<file path="config.mk">
export PLATFORM = sky130hd
export DESIGN_NAME = audio_sample_frontend
export DESIGN_NICKNAME = d
export VERILOG_FILES = /design/src/rtl/audio_sample_frontend_pkg.sv /design/src/rtl/audio_sample_frontend_fifo.sv /design/src/rtl/audio_sample_frontend.sv
export SDC_FILE = /design/constraint.sdc
export NUM_CORES = 1
export LEC_CHECK = 0
export ABC_AREA = 1
export BUFFER_PORTS_ARGS = -buffer_cell sky130_fd_sc_hd__buf_2
export CAP_MARGIN = 20
export CORE_UTILIZATION = 50
export CTS_BUF_LIST = sky130_fd_sc_hd__clkbuf_4
export DETAILED_ROUTE_END_ITERATION = 10
export GPL_TIMING_DRIVEN = 0
export HOLD_SLACK_MARGIN = 0.08
export PLACE_DENSITY = 0.68
export SLEW_MARGIN = 15
export SYNTH_ARGS = -nofsm -noshare
export SYNTH_HDL_FRONTEND = slang
export SYNTH_SLANG_ARGS = --single-unit
export TNS_END_PERCENT = 10
</file>
<file path="constraint.sdc">
create_clock -name clk -period 3.69 [get_ports clk]
set_clock_uncertainty 0.05 [all_clocks]
set_input_delay 0.738 -clock clk [delete_from_list [all_inputs] [get_ports clk]]
set_output_delay 0.738 -clock clk [all_outputs]
set_load 0.05 [all_outputs]
</file>
<file path="src/rtl/audio_sample_frontend_pkg.sv">
`default_nettype none
// +----------------------------------------------------------------------------+
// | audio_sample_frontend_pkg : CCHW shared types for the audio capture path   |
// | Revision: 1.0                                                              |
// +----------------------------------------------------------------------------+
package audio_sample_frontend_pkg;

  localparam int AUDIO_IN_W = 24;

  typedef logic signed [15:0] AudioSample_t;

  typedef enum logic [1:0] {
    IDLE   = 2'd0,
    ACK    = 2'd1,
    SETTLE = 2'd2
  } FrontendState_t;

  // Width that holds an exact sum of `channels` signed in_w-bit samples.
  function automatic int sum_width(input int in_w, input int channels);
    return in_w + $clog2(channels) + 1;
  endfunction

endpackage
`default_nettype wire

</file>
<file path="src/rtl/audio_sample_frontend_fifo.sv">
`default_nettype none
// +----------------------------------------------------------------------------+
// | sample_fifo : synchronous FIFO with level, same-cycle push/pop when full   |
// | Revision: 1.0                                                              |
// +----------------------------------------------------------------------------+
module sample_fifo #(
  parameter int WIDTH = 16,
  parameter int DEPTH = 8
) (
  input  logic                     clk,
  input  logic                     rst,
  input  logic                     wr_en,
  input  logic [WIDTH-1:0]         wr_data,
  input  logic                     rd_en,
  output logic [WIDTH-1:0]         rd_data,
  output logic                     valid,
  output logic [$clog2(DEPTH):0]   level,
  output logic                     overflow
);

  localparam int AW = $clog2(DEPTH);

  logic [WIDTH-1:0] mem [DEPTH];
  logic [AW-1:0]    wr_ptr;
  logic [AW-1:0]    rd_ptr;
  logic [AW:0]      count;
  logic [WIDTH-1:0] hold;
  logic             empty;
  logic             full;
  logic             do_pop;
  logic             do_push;

  assign empty    = (count == '0);
  assign full     = (count == (AW+1)'(DEPTH));
  assign do_pop   = rd_en && !empty;
  // A pop in the same cycle frees the slot, so a full FIFO still accepts.
  assign do_push  = wr_en && (!full || do_pop);
  assign overflow = wr_en && full && !do_pop;

  always_ff @(posedge clk) begin
    if (do_push) begin
      mem[wr_ptr] <= wr_data;
    end
  end

  always_ff @(posedge clk) begin
    if (rst) begin
      wr_ptr <= '0;
      rd_ptr <= '0;
      count  <= '0;
      hold   <= '0;
    end else begin
      if (do_push) begin
        wr_ptr <= wr_ptr + 1'b1;
      end
      if (do_pop) begin
        rd_ptr <= rd_ptr + 1'b1;
        hold   <= mem[rd_ptr];
      end
      case ({do_push, do_pop})
        2'b10:   count <= count + 1'b1;
        2'b01:   count <= count - 1'b1;
        default: count <= count;
      endcase
    end
  end

  // When empty, present the most recently popped sample instead of stale RAM.
  assign rd_data = empty ? hold : mem[rd_ptr];
  assign valid   = !empty;
  assign level   = count;

endmodule
`default_nettype wire

</file>
<file path="src/rtl/audio_sample_frontend.sv">
`default_nettype none
// +----------------------------------------------------------------------------+
// | audio_sample_frontend : codec pop FSM, channel sum, saturate, FIFO, meter  |
// | Optional DC-removal stage enabled by defining AUDIO_DC_BLOCK_EN.           |
// | Revision: 1.0                                                              |
// +----------------------------------------------------------------------------+
module audio_sample_frontend
  import audio_sample_frontend_pkg::*;
#(
  parameter int CHANNELS     = 2,
  parameter int IN_W         = AUDIO_IN_W,
  parameter int OUT_W        = 16,
  parameter int FIFO_DEPTH   = 8,
  parameter int METER_W      = 10,
  parameter int DECAY_PERIOD = 4096,
  parameter int DC_SHIFT     = 10
) (
  input  logic                          clk,
  input  logic                          rst,
  input  logic                          codecReadReady,
  input  logic [CHANNELS*IN_W-1:0]      codecData,
  output logic                          codecRead,
  output logic [OUT_W-1:0]              sampleOut,
  output logic                          sampleValid,
  input  logic                          sampleTake,
  output logic [$clog2(FIFO_DEPTH):0]   fifoLevel,
  output logic [7:0]                    overflowCount,
  output logic                          clipped,
  output logic [METER_W-1:0]            meterLevel
);

  localparam int SUM_W = sum_width(IN_W, CHANNELS);
  localparam int SHIFT = IN_W - OUT_W;
`ifdef AUDIO_DC_BLOCK_EN
  localparam int PRE_W = SUM_W + 1;
`else
  localparam int PRE_W = SUM_W;
`endif
  localparam logic signed [PRE_W-1:0] SAT_MAX = {{(PRE_W-OUT_W+1){1'b0}}, {(OUT_W-1){1'b1}}};
  localparam logic signed [PRE_W-1:0] SAT_MIN = ~SAT_MAX;
  localparam int DW = $clog2(DECAY_PERIOD + 1);

  FrontendState_t state;
  FrontendState_t state_next;
  logic           latch_en;

  always_ff @(posedge clk) begin
    if (rst) begin
      state <= IDLE;
    end else begin
      state <= state_next;
    end
  end

  always_comb begin
    state_next = state;
    latch_en   = 1'b0;
    codecRead  = 1'b0;
    case (state)
      IDLE: begin
        if (codecReadReady) begin
          latch_en   = 1'b1;
          state_next = ACK;
        end
      end
      ACK: begin
        codecRead  = 1'b1;
        state_next = SETTLE;
      end
      SETTLE:  state_next = IDLE;
      default: state_next = IDLE;
    endcase
  end

  logic [CHANNELS*IN_W-1:0] latched;
  logic signed [SUM_W-1:0]  sum_comb;
  logic signed [SUM_W-1:0]  sum_q;
  logic                     sum_vld;

  always_ff @(posedge clk) begin
    if (rst) begin
      latched <= '0;
    end else if (latch_en) begin
      latched <= codecData;
    end
  end

  always_comb begin
    sum_comb = '0;
    for (int c = 0; c < CHANNELS; c++) begin
      sum_comb = sum_comb + {{(SUM_W-IN_W){latched[c*IN_W+IN_W-1]}}, latched[c*IN_W +: IN_W]};
    end
  end

  always_ff @(posedge clk) begin
    if (rst) begin
      sum_q   <= '0;
      sum_vld <= 1'b0;
    end else begin
      sum_vld <= (state == ACK);
      if (state == ACK) begin
        sum_q <= sum_comb;
      end
    end
  end

  logic signed [PRE_W-1:0] pre_val;
  logic                    pre_vld;

`ifdef AUDIO_DC_BLOCK_EN
  localparam int ACC_W = PRE_W + DC_SHIFT;

  logic signed [ACC_W-1:0] dc_acc;
  logic signed [PRE_W-1:0] dc_y;

  // Integer part of the accumulator is its top PRE_W bits (acc >>> DC_SHIFT).
  assign dc_y = {sum_q[SUM_W-1], sum_q} - dc_acc[ACC_W-1 -: PRE_W];

  always_ff @(posedge clk) begin
    if (rst) begin
      dc_acc  <= '0;
      pre_val <= '0;
      pre_vld <= 1'b0;
    end else begin
      pre_vld <= sum_vld;
      if (sum_vld) begin
        pre_val <= dc_y;
        dc_acc  <= dc_acc + {{DC_SHIFT{dc_y[PRE_W-1]}}, dc_y};
      end
    end
  end
`else
  assign pre_val = sum_q;
  assign pre_vld = sum_vld;
`endif

  logic signed [PRE_W-1:0] shifted;
  logic [OUT_W-1:0]        sat_val;
  logic                    sat_hit;
  logic [OUT_W-2:0]        mag;
  logic [METER_W-1:0]      meter_new;

  always_comb begin
    shifted = pre_val >>> SHIFT;
    sat_val = shifted[OUT_W-1:0];
    sat_hit = 1'b0;
    if (shifted > SAT_MAX) begin
      sat_val = {1'b0, {(OUT_W-1){1'b1}}};
      sat_hit = 1'b1;
    end else if (shifted < SAT_MIN) begin
      sat_val = {1'b1, {(OUT_W-1){1'b0}}};
      sat_hit = 1'b1;
    end
  end

  always_comb begin
    mag = sat_val[OUT_W-2:0];
    if (sat_val[OUT_W-1]) begin
      // The most-negative code has no positive twin; clamp it to full scale.
      if (sat_val[OUT_W-2:0] == '0) begin
        mag = {(OUT_W-1){1'b1}};
      end else begin
        mag = (OUT_W-1)'(-sat_val);
      end
    end
    meter_new = METER_W'(mag >> (OUT_W-1-METER_W));
  end

  logic fifo_overflow;

  sample_fifo #(
    .WIDTH (OUT_W),
    .DEPTH (FIFO_DEPTH)
  ) u_fifo (
    .clk      (clk),
    .rst      (rst),
    .wr_en    (pre_vld),
    .wr_data  (sat_val),
    .rd_en    (sampleTake),
    .rd_data  (sampleOut),
    .valid    (sampleValid),
    .level    (fifoLevel),
    .overflow (fifo_overflow)
  );

  assign clipped = pre_vld && sat_hit;

  always_ff @(posedge clk) begin
    if (rst) begin
      overflowCount <= '0;
    end else if (fifo_overflow && (overflowCount != 8'hFF)) begin
      overflowCount <= overflowCount + 1'b1;
    end
  end

  logic [DW-1:0] decay_cnt;
  logic          decay_tick;

  assign decay_tick = (decay_cnt == DW'(DECAY_PERIOD - 1));

  always_ff @(posedge clk) begin
    if (rst) begin
      decay_cnt <= '0;
    end else if (decay_tick) begin
      decay_cnt <= '0;
    end else begin
      decay_cnt <= decay_cnt + 1'b1;
    end
  end

  always_ff @(posedge clk) begin
    if (rst) begin
      meterLevel <= '0;
    end else if (pre_vld && (meter_new > meterLevel)) begin
      meterLevel <= meter_new;
    end else if (decay_tick && (meterLevel != '0)) begin
      meterLevel <= meterLevel - 1'b1;
    end
  end

endmodule
`default_nettype wire

</file>
==> key figures, run 1 <==
Status
  • Outcome: complete, no violations

Routing
  • Drt pass-1 iters: 5
  • Detailed-route wire length: 31.8 mm
  • Remaining antenna violation count: 0
  • 1st-iter DRT viols: 902
  • Remaining DRCs: 0
  • Drt wl/cell: 16.3 microns
  • Via/cell ratio: 5.32
  • Vias: 10389

Placed design
  • Post-Place Cell Area: 13200 sq um
  • Inst Count DP: 1822
  • Post-place setup slack: -0.301 ns
  • HPWL after DPL: 23.2 mm
  • GPL Wtd Cong: 0.925
  • Port-buffer cells: 91

STA
  • Final hold violation count: 0
  • Worst slew pin tran: 0.941 ns
  • Tcrit/Tclk final: 95.9%
  • Slew HR: 37.2%
  • Fmax: 0.283 GHz
  • Max-slew violations: 0
  • Final setup violation count: 0
  • Setup WS post-layout: 0.151 ns
  • Crit path time final: 3.54 ns
  • RSZ-0062 raised after global routing: yes

Setup path
  • Critical Path AT: 2.75 ns
  • Slowest-stage cell, CP: dfxtp_1
  • Critical path buffer and inverter count: 5
  • Startpoint Class: register
  • Worst endpoint required time: 2.90 ns
  • CP endpoint kind: output port
  • Largest driver fanout on the critical path: 10
  • Critical Path, Cell by Cell: clkbuf_2 > inv_1 > clkbuf_4 > clkbuf_4 > nor2_1 > o32ai_1 > o21ai_1 > o21ai_0 > buf_2
  • Crit path kind: register to output port
  • CP most frequent cell: clkbuf_4
  • Top Family by Delay on Critical Path: buffers and inverters
  • Max incr delay on CP: 0.36 ns

Global routing
  • Vias in the first global route: 10065
  • First-pass GRT wire length: 50.4 mm
  • Largest net degree at the start of global routing: 17
  • Total global-route track usage: 26.2%
  • Gr ovfl total: 0
  • Initial antenna violation count: 2

Floorplanning
  • Core Region: 23800 sq um
  • I/O Pins: 93
  • Die width: 158 microns
  • Row Count: 56
  • Starting Density: 51.4%
  • Die outline height: 158 microns
  • Die area: 25100 sq um

Layout
  • Most common cell after layout, fill and taps aside: nor2_1
  • Nets: 1671
  • Post-Route Utilization: 60.2%
  • Final instance area: 14300 sq um
  • P&R area growth vs syn: 17.0%
  • Fin cells: 1951
  • Layout cells sized above 1: 17.9%
  • Highest-count cells in the layout ignoring fill and taps: nor2_1 (237), nand2_1 (196), o21ai_0 (155)

Power and ir drop
  • Static leakage: 5.94 nW
  • Pwr/cell area: 662 nW/um^2
  • Peak supply drop: 0.745 mV

Clock tree
  • Number of CTS-inserted buffers: 69
  • Clock transition at path regs: 0.06 ns
  • Maximum clock insertion buffer count: 3
  • CTS tree: yes
  • H-tree levels: 3
  • Root buffer cell: clkbuf_4
  • Number of hold buffers added after CTS: 0
  • Worst-Skew Late Latency: 0.68 ns
  • Clock Sinks: 256

Yosys
  • Library cells used by synthesis: 44
  • Largest area contributor in the netlist: edfxtp_1
  • Ys Warns: 0
  • Number of synthesized register bits: 256
  • Synth Instances: 1405
  • Yosys top cell area share: 31.5%
  • Synth Net Count: 1499
  • Register area share after synthesis: 52.4%
  • Main area contributors after synthesis: edfxtp_1 (31%), dfxtp_1 (21%), nor2_1 (7.6%), o21ai_0 (6.8%), nand2_1 (6.1%)
  • Mapped Avg Cell Area: 8.70 sq um
  • Netlist Area Pre-Place: 12200 sq um

Run
  • Max-Cap Viols: 0

Hold path
  • Hold crit path type: input pin to register
==> cell type report <==
type                       instances  area [sq um]
inverter                         127           479
multi-input combinational        963          5200
tap                              319           399
sequential                       256          6410
antenna                            2          5.00
fill                            2130          9460
buffer                            58           265
clock buffer                     107           803
clock inverter                    17           146
timing repair buffer             102           588
==> synthesized netlist by cell type (all sizes together) <==
master and number:
nor2 255, nand2 203, o21ai 172, dfxtp 128, edfxtp 128, inv 125, a21oi 90, nand3 61
clkbuf 48, ha 41, nand4 22, nor3 18, o221ai 18, mux2i 16, o32ai 16, xor2 12
buf 11, o21bai 7, xnor2 7, o211ai 6, nor3b 4, a21o 3, nor4 3, a211oi 2
clkinv 2, nand3b 2, a21boi 1, a31o 1, and3 1, fa 1, o21ba 1
==> report_power, final <==
part / internal, W / switching [W]
clock network: 0.00148 / 0.00119
logic: 0.000915 / 0.00252
registers: 0.00322 / 0.000137
==> cells by family (layout without fill, tap and decap cells) <==
family	Yosys count	count (layout)	share of synthesized area, %
and+or+nand+nor	569	569	19.9
adders and majority gates	42	42	4.36
DFF	256	256	52.4
xor gates and xnor gates	19	19	1.36
muxes	16	16	1.31
buffers and inverters	186	411	5.91
other	0	2	0
AOI/OAI and AO/OA	317	317	14.7
==> through the flow <==
step,total power (W),hold WS (ns),setup TNS (ns)
floorplan,0.00580,0.368,0
finish,0.00946,0.274,0
global route,0.0100,0.250,-0.0883
global placement,0.00665,0.387,-1.97
detailed placement,0.00671,0.403,-2.31
CTS,0.00942,0.234,0
==> per-layer routing <==
layer / GRT usage, % / part of all wire [%] / up-vias
met5: 0 / 0 / -
met4: 10.9 / 2.7 / 0
met3: 5.39 / 6.0 / 60
met2: 43.0 / 47 / 319
met1: 33.6 / 44 / 4808
li1: - / - / 5202
==> tightest hold or removal path, cell delays in order <==
cell     delay (ns)
buf_2          0.07
o21ai_0        0.07
nor2_1         0.07
==> state kept, by name (all words and copies together), names as in the netlist, named ones only <==
| signal | cells |
|---|---|
| decay_cnt | 13 |
| latched | 48 |
| meterLevel | 10 |
| overflowCount | 8 |
| pre_val | 17 |
| pre_vld | 1 |
| state | 2 |
| u_fifo.hold | 16 |
| u_fifo.level | 4 |
| u_fifo.mem | 128 |
| u_fifo.rd_ptr | 3 |
| u_fifo.wr_ptr | 3 |
==> final timing paths <==
path,startpoint,end,slack (ns),cells past startpoint
max,register,sampleOut[3],0.15,9
min,codecData[47],latched[47],0.27,3
min reg2reg,decay_cnt[0],decay_cnt[0],0.40,1
max reg2reg,pre_val[24],meterLevel[1],0.21,20
==> what timing repair did <==
action,in CTS,in global routing
resized for setup,22,33
pin swaps,1,1
endpoints found under the setup margin,25,26
buffers inserted,1,2
Power figures use the tool's default switching activity.
==> run 2: changes to the inputs <==
==> constraint.sdc (replaced) <==
create_clock -name clk -period 3.69 [get_ports clk]
set_clock_uncertainty 0.05 [all_clocks]
set_input_delay 0.1845 -clock clk [delete_from_list [all_inputs] [get_ports clk]]
set_output_delay 0.1845 -clock clk [all_outputs]
set_load 0.05 [all_outputs]
==> run 2 against run 1 <==
Compared with the run above:
- global-route usage increased by 0.63 points
- clock power about the same
- combinational power about the same
- first-iteration DRC count increased by 9.6%
- critical path type unchanged
- routed wire length increased by 2.5%
- critical endpoint is now sampleOut[6]
- non-clock buffer count increased by 50
- cell count increased by 2.6%
==> key figures, run 2 (synthesis gave the netlist of run 1 again) <==
Routing
  • 1st-iter DRT viols: 989 (+9.6%)
  • Remaining DRCs: 0 (unchanged)
  • Drt wl/cell: 16.3 microns (about the same)
  • Detailed-route wire length: 32.6 mm (+2.5%)
  • Vias: 10727 (+3.3%)
  • Via/cell ratio: 5.36 (+0.67%)
  • Drt pass-1 iters: 6 (+1)
  • Remaining antenna violation count: 0 (unchanged)

Floorplanning
  • Core Region: 23800 sq um (unchanged)
  • Die outline height: 158 microns (unchanged)
  • Starting Density: 51.4% (unchanged)
  • Die width: 158 microns (unchanged)
  • I/O Pins: 93 (unchanged)
  • Die area: 25100 sq um (unchanged)
  • Row Count: 56 (unchanged)

STA
  • Max-slew violations: 0 (unchanged)
  • Final hold violation count: 0 (unchanged)
  • Fmax: 0.283 GHz (+0.32%)
  • RSZ-0062 raised after global routing: no
  • Slew HR: 37.1% (-0.12 points)
  • Crit path time final: 3.53 ns (-0.0112 ns)
  • Hold slack final: 0.128 ns (-0.146 ns)
  • Worst slew pin tran: 0.942 ns (+0.00174 ns)
  • Final setup violation count: 0 (unchanged)
  • Tcrit/Tclk final: 95.6% (-0.30 points)

Layout
  • Most common cell after layout, fill and taps aside: nor2_1
  • Top Registers: u_fifo.mem x128, latched x48, pre_val x17
  • Area of the multi-input gates: 5200 sq um (about the same)
  • Nets: 1721 (+3.0%)
  • Register bank with the most flops: u_fifo.mem
  • Layout cells sized above 1: 16.5% (-1.3 points)
  • Highest-count cells in the layout ignoring fill and taps: nor2_1 (237), nand2_1 (194), o21ai_0 (166)
  • P&R area growth vs syn: 20.7%
  • Max reg flops: 128 (unchanged)
  • Post-Route Utilization: 62.1% (+1.9 points)
  • Register area: 6410 sq um (unchanged)
  • Fillers: 2068 (-2.9%)

Placed design
  • Port-buffer cells: 91 (unchanged)
  • HPWL after DPL: 23.2 mm (unchanged)
  • GPL Wtd Cong: 0.925 (unchanged)

Clock tree
  • CTS tree: yes
  • Number of CTS-inserted buffers: 69 (unchanged)
  • Clock Sinks: 256 (unchanged)
  • Clock transition at path regs: 0.06 ns (about the same)
  • Maximum clock insertion buffer count: 3 (unchanged)
  • Root buffer cell: clkbuf_4
  • H-tree levels: 3 (unchanged)
  • Worst-Skew Late Latency: 0.69 ns (about the same)

Setup path
  • Critical path buffer and inverter count: 5 (unchanged)
  • Critical Path, Cell by Cell: clkbuf_1 > inv_1 > buf_2 > buf_1 > nor2_1 > o32ai_1 > o21ai_0 > o21ai_0 > buf_2
  • CP endpoint kind: output port
  • Startpoint Class: register
  • Critical Path AT: 3.29 ns (+0.54 ns)
  • Worst endpoint required time: 3.46 ns (+0.56 ns)
  • Slowest-stage cell, CP: o21ai_0
  • Crit path kind: register to output port
  • Largest driver fanout on the critical path: 10 (unchanged)
  • Top Family by Delay on Critical Path: buffers and inverters
  • Worst reg2reg startpoint: pre_val[24]
  • Max incr delay on CP: 0.52 ns (+0.16 ns)

Global routing
  • Gr ovfl total: 0 (unchanged)
  • First-pass GRT wire length: 51.6 mm (+2.4%)
  • Initial antenna violation count: 2 (unchanged)
  • Vias in the first global route: 10403 (+3.4%)
  • Total global-route track usage: 26.8% (+0.63 points)
  • Largest net degree at the start of global routing: 17 (unchanged)

Power and ir drop
  • Pwr/cell area: 640 nW/um^2 (-3.3%)
  • Peak supply drop: 0.723 mV (-2.9%)
  • Total power: 0.00944 W (-0.20%)
  • Static leakage: 6.11 nW (+2.8%)

Hold path
  • Hold crit path type: input pin to register
  • Worst hold start: sampleTake

Status
  • Outcome: complete, no violations

Run
  • Max-Cap Viols: 0 (unchanged)
-- run 2: cell types whose count changed in the layout (fill, tap and decap cells not counted), moves of 4 or more --
cell / before / now
dlygate4sd3_1: 0 / 49
o21ai_0: 155 / 166
clkbuf_1: 38 / 48
clkbuf_2: 9 / 0
clkbuf_4: 118 / 109
buf_2: 88 / 95
o21ai_1: 13 / 6
o21ai_2: 4 / 0
-- run 2: layout make-up --
cell class	instances	area share [%]
Sequential cell	256	43.4
Multi-Input combinational cell	963	35.2
Timing Repair Buffer	151	7.23
Clock buffer	107	5.45
Inverter	127	3.25
Tap cell	319	2.71
Buffer	59	1.66
Clock inverter	17	0.993
Antenna cell	2	0.0339
-- run 2: worst paths after layout --
check / endpoint / slack, ns / depth (start not counted)
max: sampleOut[6] / 0.16 / 9
min: u_fifo.wr_ptr[2] / 0.13 / 7
max reg2reg: meterLevel[1] / 0.25 / 18
min reg2reg: decay_cnt[0] / 0.40 / 1
-- run 2: through the flow --
stage / setup slack [ns] / setup TNS (ns) / instance area (sq um) / cells
3_3_place_gp: -0.260 / -1.97 / 13100 / 1815
2_1_floorplan: 0.662 / 0 / 12200 / 1405
5_1_grt: 0.00559 / 0 / 14700 / 2001
4_1_cts: 0.0657 / 0 / 14700 / 1996
6_report: 0.162 / 0 / 14700 / 2001
3_5_place_dp: -0.301 / -2.31 / 13200 / 1822
-- run 2: worst register-to-register path, stage by stage, from the launching register on --
cell and delay (ns):
dfxtp_1 0.31, buf_6 0.13, inv_4 0.14, nand2_8 0.13
buf_6 0.19, a21oi_4 0.37, nor2_1 0.13, nand3_4 0.19
nand3_2 0.14, ha_1 0.32, nand2_1 0.06, nor2_1 0.17
a21boi_1 0.23, nor2_2 0.08, nor2_4 0.17, inv_2 0.10
clkbuf_4 0.20, o211ai_1 0.20, inv_1 0.05
-- run 2: per-layer routing --
| layer | global-route usage (%) | wire, microns |
|---|---|---|
| met2 | 44.8 | 15400 |
| met5 | 0 | 0 |
| met4 | 11.3 | 989 |
| met1 | 33.9 | 14300 |
| met3 | 5.36 | 1950 |
-- run 2: where the power goes --
group	switching [W]	internal [W]
clock	0.00120	0.00148
sequential	0.000123	0.00322
combinational	0.00253	0.000889
-- run 2: what timing repair did --
action	4_1_cts	5_1_grt
pin swaps	1	2
gates resized for setup	8	11
setup buffers	1	2
hold endpoints to repair	54	0
hold buffers	49	0
endpoints found under the setup margin	10	11
